**src/rtl/insn_assembler_if.sv**
```systemverilog
// Byte-stream, decoder-query and assembled-instruction signals for insn_assembler.
// The master side feeds bytes, answers decoder queries and consumes instructions; the slave is the assembler.
interface insn_assembler_if #(
    parameter int IMM_MAX_BYTES = 2,
    parameter int ADDR_W        = 24
);
    logic                       in_valid;
    logic                       in_ready;
    logic [7:0]                 in_data;
    logic                       flush;
    logic [ADDR_W-1:0]          flush_addr;
    logic [7:0]                 dec_opcode;
    logic [7:0]                 dec_opext;
    logic                       dec_need_opext;
    logic [1:0]                 dec_imm_len;
    logic                       out_valid;
    logic                       out_ready;
    logic [7:0]                 out_opcode;
    logic [7:0]                 out_opext;
    logic [8*IMM_MAX_BYTES-1:0] out_imm;
    logic [2:0]                 out_len;
    logic [ADDR_W-1:0]          out_addr;
    logic                       out_err;

    modport slave (
        input  in_valid, in_data, flush, flush_addr, dec_need_opext, dec_imm_len, out_ready,
        output in_ready, dec_opcode, dec_opext, out_valid, out_opcode, out_opext, out_imm,
               out_len, out_addr, out_err
    );

    modport master (
        output in_valid, in_data, flush, flush_addr, dec_need_opext, dec_imm_len, out_ready,
        input  in_ready, dec_opcode, dec_opext, out_valid, out_opcode, out_opext, out_imm,
               out_len, out_addr, out_err
    );
endinterface

```
**src/rtl/insn_assembler.sv**
```systemverilog
// Assembles variable-length instructions (opcode, optional opext, 0..IMM_MAX_BYTES immediates)
// from a byte stream, consulting an external combinational decoder for the layout.
module insn_assembler #(
    parameter int IMM_MAX_BYTES = 2,
    parameter int ADDR_W        = 24
) (
    input  logic              clk,
    input  logic              reset,
    insn_assembler_if.slave   bus
);
    localparam logic [1:0] S_OPCODE = 2'd0;
    localparam logic [1:0] S_OPEXT  = 2'd1;
    localparam logic [1:0] S_IMM    = 2'd2;
    localparam logic [1:0] S_DONE   = 2'd3;

    localparam int         IMM_W     = 8 * IMM_MAX_BYTES;
    localparam logic [2:0] IMM_MAX_L = 3'(IMM_MAX_BYTES);

    logic [1:0]        state_r;
    logic [1:0]        state_nxt_s;
    logic [ADDR_W-1:0] addr_r;
    logic [ADDR_W-1:0] out_addr_r;
    logic [7:0]        opcode_r;
    logic [7:0]        opext_r;
    logic [IMM_W-1:0]  imm_r;
    logic [2:0]        len_r;
    logic [1:0]        rem_r;
    logic [1:0]        imm_idx_r;
    logic              err_r;
    logic              in_ready_s;
    logic              accept_s;
    logic [7:0]        dec_opcode_s;
    logic [7:0]        dec_opext_s;
    logic [1:0]        eval_state_s;
    logic              eval_err_s;

    // Where the decoder's immediate count sends us: {next_state, err}.
    function automatic logic [2:0] eval_len(input logic [1:0] imm_len);
        logic [2:0] res;
        if (imm_len == 2'd0) begin
            res = {S_DONE, 1'b0};
        end else if ({1'b0, imm_len} > IMM_MAX_L) begin
            res = {S_DONE, 1'b1};
        end else begin
            res = {S_IMM, 1'b0};
        end
        return res;
    endfunction

    // Byte acceptance: blocked while an instruction waits for pickup or a flush is in progress.
    always_comb begin
        in_ready_s = 1'b0;
        if (!bus.flush && (state_r != S_DONE)) begin
            in_ready_s = 1'b1;
        end else begin
            in_ready_s = 1'b0;
        end
        accept_s = bus.in_valid & in_ready_s;
    end

    // Decoder query bytes: live input while that byte is being accepted, captured value afterwards.
    always_comb begin
        dec_opcode_s = opcode_r;
        dec_opext_s  = opext_r;
        if (state_r == S_OPCODE) begin
            dec_opcode_s = bus.in_data;
        end else begin
            dec_opcode_s = opcode_r;
        end
        if (state_r == S_OPEXT) begin
            dec_opext_s = bus.in_data;
        end else begin
            dec_opext_s = opext_r;
        end
    end

    // Next-state selection; flush and reset are applied with priority in the register block.
    always_comb begin
        state_nxt_s                = state_r;
        {eval_state_s, eval_err_s} = eval_len(bus.dec_imm_len);
        case (state_r)
            S_OPCODE: begin
                if (accept_s) begin
                    if (bus.dec_need_opext) begin
                        state_nxt_s = S_OPEXT;
                    end else begin
                        state_nxt_s = eval_state_s;
                    end
                end else begin
                    state_nxt_s = state_r;
                end
            end
            S_OPEXT: begin
                if (accept_s) begin
                    state_nxt_s = eval_state_s;
                end else begin
                    state_nxt_s = state_r;
                end
            end
            S_IMM: begin
                if (accept_s && (rem_r == 2'd1)) begin
                    state_nxt_s = S_DONE;
                end else begin
                    state_nxt_s = state_r;
                end
            end
            S_DONE: begin
                if (bus.out_ready) begin
                    state_nxt_s = S_OPCODE;
                end else begin
                    state_nxt_s = state_r;
                end
            end
            default: begin
                state_nxt_s = S_OPCODE;
            end
        endcase
    end

    // State, address counter and captured instruction fields.
    always_ff @(posedge clk) begin
        if (reset || bus.flush) begin
            state_r    <= S_OPCODE;
            addr_r     <= reset ? {ADDR_W{1'b0}} : bus.flush_addr;
            out_addr_r <= {ADDR_W{1'b0}};
            opcode_r   <= 8'd0;
            opext_r    <= 8'd0;
            imm_r      <= {IMM_W{1'b0}};
            len_r      <= 3'd0;
            rem_r      <= 2'd0;
            imm_idx_r  <= 2'd0;
            err_r      <= 1'b0;
        end else begin
            state_r <= state_nxt_s;
            if (accept_s) begin
                addr_r <= addr_r + ADDR_W'(1);
            end
            case (state_r)
                S_OPCODE: begin
                    if (accept_s) begin
                        // A new instruction starts from a clean slate so unused fields read as zero.
                        opcode_r   <= bus.in_data;
                        opext_r    <= 8'd0;
                        imm_r      <= {IMM_W{1'b0}};
                        len_r      <= 3'd1;
                        out_addr_r <= addr_r;
                        imm_idx_r  <= 2'd0;
                        rem_r      <= bus.dec_need_opext ? 2'd0 : bus.dec_imm_len;
                        err_r      <= !bus.dec_need_opext && eval_err_s;
                    end
                end
                S_OPEXT: begin
                    if (accept_s) begin
                        opext_r <= bus.in_data;
                        len_r   <= len_r + 3'd1;
                        rem_r   <= bus.dec_imm_len;
                        err_r   <= eval_err_s;
                    end
                end
                S_IMM: begin
                    if (accept_s) begin
                        for (int b = 0; b < IMM_MAX_BYTES; b++) begin
                            if (imm_idx_r == 2'(b)) begin
                                imm_r[b*8 +: 8] <= bus.in_data;
                            end
                        end
                        imm_idx_r <= imm_idx_r + 2'd1;
                        rem_r     <= rem_r - 2'd1;
                        len_r     <= len_r + 3'd1;
                    end
                end
                default: begin
                end
            endcase
        end
    end

    assign bus.in_ready   = in_ready_s;
    assign bus.dec_opcode = dec_opcode_s;
    assign bus.dec_opext  = dec_opext_s;
    assign bus.out_valid  = (state_r == S_DONE);
    assign bus.out_opcode = opcode_r;
    assign bus.out_opext  = opext_r;
    assign bus.out_imm    = imm_r;
    assign bus.out_len    = len_r;
    assign bus.out_addr   = out_addr_r;
    assign bus.out_err    = err_r;
endmodule

```
**src/flat_wrapper.sv**
```systemverilog
// flat-port wrapper written by rule: the top's interface ports become plain ports
module insn_assembler_flat 
#(
    parameter int IMM_MAX_BYTES = 2,
    parameter int ADDR_W        = 24
)
  (clk, reset, bus_in_valid, bus_in_data, bus_flush, bus_flush_addr, bus_dec_need_opext, bus_dec_imm_len, bus_out_ready, bus_in_ready, bus_dec_opcode, bus_dec_opext, bus_out_valid, bus_out_opcode, bus_out_opext, bus_out_imm, bus_out_len, bus_out_addr, bus_out_err);
  insn_assembler_if #(.IMM_MAX_BYTES(IMM_MAX_BYTES), .ADDR_W(ADDR_W)) bus_i ();
  input  logic clk;
  input  logic reset;
  input wire logic [$bits(bus_i.in_valid)-1:0] bus_in_valid;
  input wire logic [$bits(bus_i.in_data)-1:0] bus_in_data;
  input wire logic [$bits(bus_i.flush)-1:0] bus_flush;
  input wire logic [$bits(bus_i.flush_addr)-1:0] bus_flush_addr;
  input wire logic [$bits(bus_i.dec_need_opext)-1:0] bus_dec_need_opext;
  input wire logic [$bits(bus_i.dec_imm_len)-1:0] bus_dec_imm_len;
  input wire logic [$bits(bus_i.out_ready)-1:0] bus_out_ready;
  output wire logic [$bits(bus_i.in_ready)-1:0] bus_in_ready;
  output wire logic [$bits(bus_i.dec_opcode)-1:0] bus_dec_opcode;
  output wire logic [$bits(bus_i.dec_opext)-1:0] bus_dec_opext;
  output wire logic [$bits(bus_i.out_valid)-1:0] bus_out_valid;
  output wire logic [$bits(bus_i.out_opcode)-1:0] bus_out_opcode;
  output wire logic [$bits(bus_i.out_opext)-1:0] bus_out_opext;
  output wire logic [$bits(bus_i.out_imm)-1:0] bus_out_imm;
  output wire logic [$bits(bus_i.out_len)-1:0] bus_out_len;
  output wire logic [$bits(bus_i.out_addr)-1:0] bus_out_addr;
  output wire logic [$bits(bus_i.out_err)-1:0] bus_out_err;
  assign bus_i.in_valid = bus_in_valid;
  assign bus_i.in_data = bus_in_data;
  assign bus_i.flush = bus_flush;
  assign bus_i.flush_addr = bus_flush_addr;
  assign bus_i.dec_need_opext = bus_dec_need_opext;
  assign bus_i.dec_imm_len = bus_dec_imm_len;
  assign bus_i.out_ready = bus_out_ready;
  assign bus_in_ready = bus_i.in_ready;
  assign bus_dec_opcode = bus_i.dec_opcode;
  assign bus_dec_opext = bus_i.dec_opext;
  assign bus_out_valid = bus_i.out_valid;
  assign bus_out_opcode = bus_i.out_opcode;
  assign bus_out_opext = bus_i.out_opext;
  assign bus_out_imm = bus_i.out_imm;
  assign bus_out_len = bus_i.out_len;
  assign bus_out_addr = bus_i.out_addr;
  assign bus_out_err = bus_i.out_err;
  insn_assembler #(.IMM_MAX_BYTES(IMM_MAX_BYTES), .ADDR_W(ADDR_W)) u_core (.clk(clk), .reset(reset), .bus(bus_i));
endmodule
```
**config.mk**
```make
export PLATFORM = sky130hd
export DESIGN_NAME = insn_assembler_flat
export DESIGN_NICKNAME = d
export VERILOG_FILES = /design/src/rtl/insn_assembler_if.sv /design/src/rtl/insn_assembler.sv /design/src/flat_wrapper.sv
export SDC_FILE = /design/constraint.sdc
export NUM_CORES = 1
export LEC_CHECK = 0
export BUFFER_PORTS_ARGS = -buffer_cell sky130_fd_sc_hd__buf_2
export CAP_MARGIN = 25
export CORE_UTILIZATION = 40
export DETAILED_ROUTE_END_ITERATION = 16
export GPL_TIMING_DRIVEN = 0
export PLACE_DENSITY = 0.66
export SYNTH_ARGS = -nofsm -noshare
export SYNTH_HDL_FRONTEND = slang
export SYNTH_SLANG_ARGS = --single-unit
```
**constraint.sdc**
```tcl
create_clock -name clk -period 1.94 [get_ports clk]
set_input_delay 0.194 -clock clk [delete_from_list [all_inputs] [get_ports clk]]
set_output_delay 0.194 -clock clk [all_outputs]
set_load 0.05 [all_outputs]
```
==> impl_results.md <==
- Outcome: complete, no violations
- WP data arrival: 1.69 ns
- Yosys reg bits: 90
- Avg WL per Cell: 15.5 µm
- Clk Latency, worst-skew pair: 0.34 ns
- CTS tree: built
- Vias in the first global route: 3867
- Core Region: 10900 µm²
- Worst VDD drop: 0.574 mV
- Routed Antenna Nets: 0
- Root Buffer: clkbuf_16
- Aggregate global routing overflow: 0
- Num rows: 38
- Final #Nets: 689
- Most frequent cells in the layout: 118 x buf_2, 82 x nand2_1, 64 x dfxtp_1
- Final WL: 12100 µm
- # diodes: 0
- Final Power: 4.54 mW
- Syn nets: 548
- Final period util: 97.3%
- Largest net degree at the start of global routing: 25
- FMAX: 530 MHz
- Min cycle time layout: 1.89 ns
- Post-synthesis sequential area ratio: 45.2%
- Setup WS post-layout: 0.0529 ns
- Post-synth EDFFs: 24
- Critical path class: reg -> out
- Post-DP HPWL: 8970 µm
- Final Non-Filler Cells: 784
- First-pass GRT wire length: 18900 µm
- Distinct cells, synth: 56
- Clk slew on worst S/H paths: 0.06 ns
- Vias post-DR: 4122
- Layout Skew: 0.00991 ns
- Crit. End Element: primary output
- I/O Buffers: 117
- Ports: 118
- Pre-CTS setup slack: -0.348 ns
- Post-synth ARST share: 0%
- Tot GR Track Use: 20.8%
- Initial DRC count: 216
- Leak Pwr: 2.45 nW
- Vias per cell: 5.26
- CP max FO: 10
- RSZ-0062 raised after global routing: yes
- Final Util: 53.6%
- Final hold violations: 0
- Die Y: 108 µm
- Power Dens Cells: 775 nW/µm²
- Mapped Area: 4520 µm²
- Initial antenna violation count: 0
- Total CTS buffers: 9
- Synth Area per Inst: 9.08 µm²
- Final Max Slew Viols: 0
- Initial Util: 41.3%
- Max transition margin: 59.7%
- Maxcap violations: 0
- Ys flop type: dfxtp_1
- Most common cell after layout, fill and taps aside: buf_2
- First drt pass iteration count: 4
- Layout cells sized above 1: 32.0%
- RePlAce Congestion: 0.807
- H-tree Lvls: 3
- Mapped Cells: 498
- Required @ worst endpoint: 1.75 ns
- Total of fill cells in the finished design: 1030
- Hold WC Path Type: in -> reg
- Sink Count: 90
- Setup Viol. Count Final: 0
- Setup_tns: 0 ns
- Die area: 11700 µm²
- CTS Buffer Depth: 2
- CP Launch Type: flop
- Synth-to-layout area growth: 29.7%
- Least-Margin Pin Slew: 0.605 ns
- Die width: 108 µm
- # DRC: 0
- Cell count after placement: 755
- Synth warnings: 0
cell type report:
cell class | instances | area (µm²) | share of cell area, %
Multi-Input combinational cell | 358 | 2340 | 39.9
Sequential cell | 90 | 2050 | 35.0
Timing Repair Buffer | 130 | 779 | 13.3
Clock buffer | 10 | 239 | 4.08
Tap cell | 140 | 175 | 2.99
Buffer | 32 | 170 | 2.90
Inverter | 18 | 67.6 | 1.15
Clock inverter | 6 | 41.3 | 0.704
cells by family after synthesis:
| logic type | synth area share, % |
|---|---|
| AOI/OAI and AO/OA | 15.5 |
| xor gates and xnor gates | 2.32 |
| adders and majority gates | 2.77 |
| buffers and inverters | 4.48 |
| DFF | 45.2 |
| muxes | 8.19 |
| and+or+nand+nor | 21.6 |
Yosys cell counts, types with 7 or more instances:
cell type / number / area, µm²
buf_1: 7 / 26.3
inv_1: 18 / 67.6
and2_1: 10 / 62.6
ha_1: 10 / 125
nor2_1: 50 / 188
a211oi_1: 14 / 105
buf_2: 9 / 45.0
dfxtp_1: 66 / 1320
mux2i_1: 19 / 190
a21oi_1: 43 / 215
nor3_1: 8 / 40.0
and3_1: 7 / 43.8
clkbuf_1: 17 / 63.8
a22oi_1: 9 / 67.6
edfxtp_1: 24 / 721
mux2_2: 16 / 180
nand2_1: 83 / 312
through the flow:
stage | cell area (µm²) | hold slack (ns)
after floorplan | 4530 | 0.330
after detailed placement | 5290 | 0.447
after global placement | 5290 | 0.441
final | 5860 | 0.137
after global routing | 5860 | 0.138
after CTS | 5730 | 0.133
report_power, final:
group / switching, mW / internal, mW / total, mW
registers: 0.0861 / 2.01 / 2.10
logic: 0.492 / 0.316 / 0.807
clock network: 0.734 / 0.905 / 1.64
total: 1.31 / 3.23 / 4.54
routing by layer:
metal	part of all wire, %	global-route usage, %	up-vias	routed length, µm
li1	-	-	2040	-
met1	45	25.4	1969	5520
met2	50	37.4	102	6040
met3	3.8	4.22	11	466
met4	0.84	4.63	0	102
met5	0	0	-	0
registers in the layout, summed over array words and instances, names as in the netlist, 3 cells and up:
signal                 flops
u_core.addr_r             24
u_core.bus.out_addr       24
u_core.bus.out_opcode      8
u_core.bus.out_len         3
u_core.bus.out_imm        16
u_core.bus.out_opext       8
what timing repair did:
action	in CTS	in global routing
buffers inserted	5	8
pin swaps	1	2
hold buffers	0	0
setup endpoints to repair	60	63
resized for setup	27	27
endpoints found under the hold margin	0	0
gates cloned	1	0
worst paths after layout:
check / start / cells past startpoint / to / slack [ns]
hold reg to reg: u_core.bus.out_addr[23]$_SDFFE_PN0P_ / 2 / u_core.bus.out_addr[23]$_SDFFE_PN0P_ / 0.45
setup / recovery: u_core.state_r[1]$_SDFFE_PN0P_ / 5 / bus_dec_opext[4] / 0.05
hold / removal: bus_flush_addr[18] / 2 / u_core.addr_r[18]$_DFFE_PP_ / 0.14
setup reg to reg: u_core.state_r[0]$_SDFFE_PN0P_ / 8 / u_core.bus.out_imm[8]$_SDFFE_PN0P_ / 0.07
critical path, cell delays in order, from the launching register on:
cell and delay [ns]:
dfxtp_4 0.36, inv_2 0.09, ha_4 0.18, clkbuf_8 0.18
mux2_2 0.33, buf_2 0.21
Note: power is estimated with default switching activity, not from simulation.
